`config.mk`:
```
export PLATFORM = sky130hd
export DESIGN_NAME = uart_rx_oversampled
export DESIGN_NICKNAME = d
export VERILOG_FILES = /design/src/rtl/uart_rx_oversampled.sv
export SDC_FILE = /design/constraint.sdc
export NUM_CORES = 1
export LEC_CHECK = 0
export BUFFER_PORTS_ARGS = -buffer_cell sky130_fd_sc_hd__buf_4
export CORE_MARGIN = 2
export CORE_UTILIZATION = 45
export CTS_CLUSTER_SIZE = 14
export DETAILED_ROUTE_END_ITERATION = 12
export GPL_TIMING_DRIVEN = 1
export MAX_ROUTING_LAYER = met4
export SYNTH_ARGS = -nofsm -noshare
export SYNTH_HDL_FRONTEND = slang
export SYNTH_SLANG_ARGS = --single-unit
```
`constraint.sdc`:
```
create_clock -name I_sys_clk -period 1.8 [get_ports I_sys_clk]
set_input_delay 0 -clock I_sys_clk [delete_from_list [all_inputs] [get_ports I_sys_clk]]
set_output_delay 0 -clock I_sys_clk [all_outputs]
set_load 0.01 [all_outputs]
```
`src/rtl/uart_rx_oversampled.sv`:
```
// UART receiver driven by a 16x (OVERSAMPLE) baud tick.
// The serial line is synchronised, the start bit is re-checked at mid-bit,
// DATA_BITS are shifted in LSB first, and the stop bit is sampled before the
// byte is handed to a one-entry holding register with a valid/ack handshake.
module uart_rx_oversampled #(
    parameter int DATA_BITS   = 8,
    parameter int OVERSAMPLE  = 16,
    parameter int SYNC_STAGES = 2
) (
    input  logic                 I_sys_clk,
    input  logic                 I_rst,
    input  logic                 I_baud_tick,
    input  logic                 I_rx,
    input  logic                 I_data_ack,
    output logic [DATA_BITS-1:0] O_rx_data,
    output logic                 O_data_valid,
    output logic                 O_frame_err,
    output logic                 O_overrun,
    output logic                 O_busy
);

    localparam int TW = $clog2(OVERSAMPLE);
    localparam int BW = $clog2(DATA_BITS + 1);

    localparam logic [TW-1:0] MID_TICK_C  = TW'(OVERSAMPLE / 2 - 1);
    localparam logic [TW-1:0] LAST_TICK_C = TW'(OVERSAMPLE - 1);
    localparam logic [BW-1:0] LAST_BIT_C  = BW'(DATA_BITS - 1);

    typedef enum logic [1:0] {
        ST_IDLE  = 2'd0,
        ST_START = 2'd1,
        ST_DATA  = 2'd2,
        ST_STOP  = 2'd3
    } state_t;

    logic [SYNC_STAGES-1:0] sync_q;
    logic                   rx_s;

    state_t                 state_q,    state_d;
    logic [TW-1:0]          tick_cnt_q, tick_cnt_d;
    logic [BW-1:0]          bit_cnt_q,  bit_cnt_d;
    logic [DATA_BITS-1:0]   shift_q,    shift_d;
    logic                   deliver_s;

    logic [DATA_BITS-1:0]   rx_data_q;
    logic                   data_valid_q;
    logic                   frame_err_q;
    logic                   overrun_q;
    logic                   busy_q;

    // Synchroniser chain on the asynchronous line; resets to the idle (high) level.
    always_ff @(posedge I_sys_clk or posedge I_rst) begin
        if (I_rst) begin
            sync_q <= '1;
        end else begin
            sync_q <= {sync_q[SYNC_STAGES-2:0], I_rx};
        end
    end

    assign rx_s = sync_q[SYNC_STAGES-1];

    // Next-state logic; everything advances only on baud ticks.
    always_comb begin
        state_d    = state_q;
        tick_cnt_d = tick_cnt_q;
        bit_cnt_d  = bit_cnt_q;
        shift_d    = shift_q;
        deliver_s  = 1'b0;
        if (I_baud_tick) begin
            case (state_q)
                ST_IDLE: begin
                    if (!rx_s) begin
                        tick_cnt_d = '0;
                        state_d    = ST_START;
                    end else begin
                        state_d    = ST_IDLE;
                    end
                end
                ST_START: begin
                    if (tick_cnt_q == MID_TICK_C) begin
                        if (!rx_s) begin
                            tick_cnt_d = '0;
                            bit_cnt_d  = '0;
                            state_d    = ST_DATA;
                        end else begin
                            // Start bit did not survive to mid-bit: treat as a glitch.
                            tick_cnt_d = tick_cnt_q + TW'(1);
                            state_d    = ST_IDLE;
                        end
                    end else begin
                        tick_cnt_d = tick_cnt_q + TW'(1);
                    end
                end
                ST_DATA: begin
                    if (tick_cnt_q == LAST_TICK_C) begin
                        shift_d    = {rx_s, shift_q[DATA_BITS-1:1]};
                        tick_cnt_d = '0;
                        bit_cnt_d  = bit_cnt_q + BW'(1);
                        if (bit_cnt_q == LAST_BIT_C) begin
                            state_d = ST_STOP;
                        end else begin
                            state_d = ST_DATA;
                        end
                    end else begin
                        tick_cnt_d = tick_cnt_q + TW'(1);
                    end
                end
                ST_STOP: begin
                    if (tick_cnt_q == LAST_TICK_C) begin
                        deliver_s  = 1'b1;
                        tick_cnt_d = '0;
                        state_d    = ST_IDLE;
                    end else begin
                        tick_cnt_d = tick_cnt_q + TW'(1);
                    end
                end
                default: begin
                    state_d = ST_IDLE;
                end
            endcase
        end else begin
            state_d = state_q;
        end
    end

    // Receive FSM state, counters, shift register and busy flag.
    always_ff @(posedge I_sys_clk or posedge I_rst) begin
        if (I_rst) begin
            state_q    <= ST_IDLE;
            tick_cnt_q <= '0;
            bit_cnt_q  <= '0;
            shift_q    <= '0;
            busy_q     <= 1'b0;
        end else begin
            state_q    <= state_d;
            tick_cnt_q <= tick_cnt_d;
            bit_cnt_q  <= bit_cnt_d;
            shift_q    <= shift_d;
            busy_q     <= (state_d != ST_IDLE);
        end
    end

    // Holding register: a delivery always wins over a coincident ack.
    always_ff @(posedge I_sys_clk or posedge I_rst) begin
        if (I_rst) begin
            rx_data_q    <= '0;
            data_valid_q <= 1'b0;
            frame_err_q  <= 1'b0;
            overrun_q    <= 1'b0;
        end else if (deliver_s) begin
            rx_data_q    <= shift_q;
            frame_err_q  <= ~rx_s;
            data_valid_q <= 1'b1;
            overrun_q    <= data_valid_q & ~I_data_ack;
        end else begin
            overrun_q <= 1'b0;
            if (I_data_ack) begin
                data_valid_q <= 1'b0;
            end
        end
    end

    assign O_rx_data    = rx_data_q;
    assign O_data_valid = data_valid_q;
    assign O_frame_err  = frame_err_q;
    assign O_overrun    = overrun_q;
    assign O_busy       = busy_q;

endmodule
```
==> impl_metrics.toml <==
[global_routing]
grt_usage = 0.183
largest_net_degree_at_the_start_of_global_routing = 33
grt_pass1_vias = 1018
antenna_found_initial = 0
grt_first_pass_wirelength_um = 4670
grt-ovfl-total = 0

[cts]
cts_inserted_buffers = 5
clk_path_buf_depth = 2
htree_num_levels = 2
clkTransAtPathRegs_ns = 0.10
worstSkewPairLatency_ns = 0.33
cts_tree = "yes"
clk_root_buffer_cell = "clkbuf_4"
clock_sink_count = 32

[finish]
flow.area_growth_from_synthesis_pct = 19.7
final_cells = 206
final_net_count = 168
final_design_area_no_fill_um2 = 1700
inserted_diodes = 0
final_core_utilization = 0.562
share_of_post_route_cells_with_drive_strength_above_1 = 0.278

[route]
finalWirelength_um = 2640
wl_met3_um = 67
num_vias = 1026
first_pass_iters = 4
post_drt_via_cell_ratio = 4.98
drt_iter0_drc = 37
wl_met2_um = 1210
wire_per_inst_um = 12.8
maxUsedRoutingLayer = "met4"
detail_route_antenna_nets = 0
post-route-drc-count = 0
detail_route.wirelength.met1_um = 1290

[sta]
setup_tns_ns = 0
period_minus_slack_ns = 1.66
fin_ws_ns = 0.141
tightestPinTransition_ns = 0.399
hold_viol_final = 0
timing.hold.ws_ns = 0.303
timing.final.crit_share = 0.922
highest_attainable_clock_frequency_mhz = 603
unrepaired_setup_endpoints_after_global_routing = "false"
setup-violations-final = 0
fin_worst_skew_ns = 0.00621
final-max-slew-violation-count = 0
normalized_max_slew_margin = 0.734

[setup_path]
reg2reg_from = "tick_cnt_q[0]"
timing.critical_path.from_type = "flop"
critical_path.max_fanout = 10
setup.worst_path.class = "flop to flop"
required_ns = 2.02
end_kind = "flop"
worst-r2r-setup-slack_ns = 0.14
critical_path_launch_point = "tick_cnt_q[0]"
critical_path_arrival_ns = 1.88

[floorplanning]
area_enclosed_by_the_die_boundary_um2 = 3630
floorplan.core_area_um2 = 3030
fp.dieW_um = 60.2
top_level_ports = 17
rows = 20
start_util = 0.470
floorplan.die.height_um = 60.2

[placement]
dp_hpwl_um = 1820
globalplace.congestion = 0.773
dp_cells = 194
post_place_setup_slack_ns = -0.0474
placement.cell_area_um2 = 1600
buffers_added_on_ports = 16

[synthesis]
synth_nets = 142
synth_edf_count = 0
post_synth_instance_area_um2 = 1420
postSynthRegisterBits = 32
post_synth_inst_count = 135
synth-warning-count = 0
synth_seq_area_share = 0.565
synth_cell_type_count = 32
ys.flop_type = "dfrtp_1"
syn_area_per_cell_um2 = 10.5
ys_async_sr_fraction = 1.00

[power]
leakage_component_of_the_power_nw = 0.856
power_per_cell_area_nw_per_um2 = 1010
post-layout-total-power_mw = 1.73
ir_worst_vdd_uv = 649

[outcome]
run_status = "complete, no violations"

[worst_hold_path]
min_path_type = "input port to async pin"

[flow_run]
max_cap_viol_count = 0
## synthesized netlist by cell type, types with 2 or more instances
cell type	count	share of area
or3b_1	2	0.012
nand2b_1	2	0.0088
mux2_2	10	0.079
o21ai_0	7	0.025
buf_6	2	0.016
nand4_1	2	0.0088
ha_1	2	0.018
nor2_1	4	0.011
dfstp_2	2	0.037
nand2_1	38	0.10
inv_1	4	0.011
dfrtp_1	30	0.53
a31oi_1	3	0.013
and3_1	3	0.013
clkbuf_1	2	0.0053
nand3_1	5	0.018
buf_2	2	0.0070
## state kept, by name, summed over array words and instances (netlist names)
register      cells
O_busy            1
O_data_valid      1
O_frame_err       1
O_overrun         1
O_rx_data         8
bit_cnt_q         4
shift_q           8
state_q           2
sync_q            2
tick_cnt_q        4
## critical path, cell delays in order, from the launching register on
cell,delay (ns)
dfrtp_1,0.41
ha_1,0.26
and3_1,0.24
and3_4,0.29
mux2_2,0.35
## path summary, 6_finish.rpt
path                           endpoint  cells past startpoint
max in group asynchronous     sync_q[0]                      4
hold reg to reg               sync_q[1]                      0
min in group I_sys_clk        sync_q[0]                      2
setup reg to reg             shift_q[6]                      4
setup / recovery             shift_q[6]                      4
hold / removal             O_rx_data[0]                      4
## cells by family (layout without fill, tap and decap cells)
family	Yosys count	count (layout)	share of synthesized area
muxes	10	10	0.0792
AOI/OAI and AO/OA	16	16	0.0712
adders and majority gates	2	2	0.0176
DFF	32	32	0.565
buffers and inverters	10	37	0.0387
and+or+nand+nor	65	65	0.229
## what timing repair did
item,CTS,global route
gates resized for setup,1,1
endpoints found under the hold margin,34,0
cloned,0,0
setup endpoints to repair,8,8
buffers inserted,0,0
hold buffers,4,0
## layout by cell type (no fill, tap or decap), drive strengths merged
master       Yosys  final
a21o             1      1
a21oi            2      2
a31oi            3      3
and2b            1      1
and3             3      3
and3b            1      1
and4             1      1
buf              4     21
clkbuf           2      7
clkinvlp         0      1
dfrtp           30     30
dfstp            2      2
dlygate4sd3      0      4
ha               2      2
inv              4      4
mux2            10     10
nand2           38     38
nand2b           2      2
nand3            5      5
nand3b           1      1
nand4            2      2
nand4bb          1      1
nor2             4      4
nor4b            1      1
o21ai            8      8
o221ai           1      1
o22ai            1      1
or2              1      1
or2b             1      1
or3b             2      2
or4              1      1
## power by group
group	internal [mW]	switching (mW)	leakage, nW
Combinational	0.186	0.170	0.401
Sequential	0.803	0.131	0.424
Clock	0.191	0.245	0.0315
Total	1.18	0.545	0.856
## metal layers
layer / GRT usage / vias up
met5: - / -
met4: 0.102 / 0
met3: 0.0455 / 7
met2: 0.258 / 14
met1: 0.239 / 486
li1: - / 519
## area by class of cell
cell class | instances | area (um2)
clock inverters | 1 | 7.51
multi-input cells | 93 | 569
inverters | 4 | 15.0
flip-flops and latches | 32 | 803
well taps | 44 | 55.1
clock buffers | 7 | 55.1
repair buffers | 25 | 198
fillers | 256 | 1330
(Power assumes the default switching activity.)
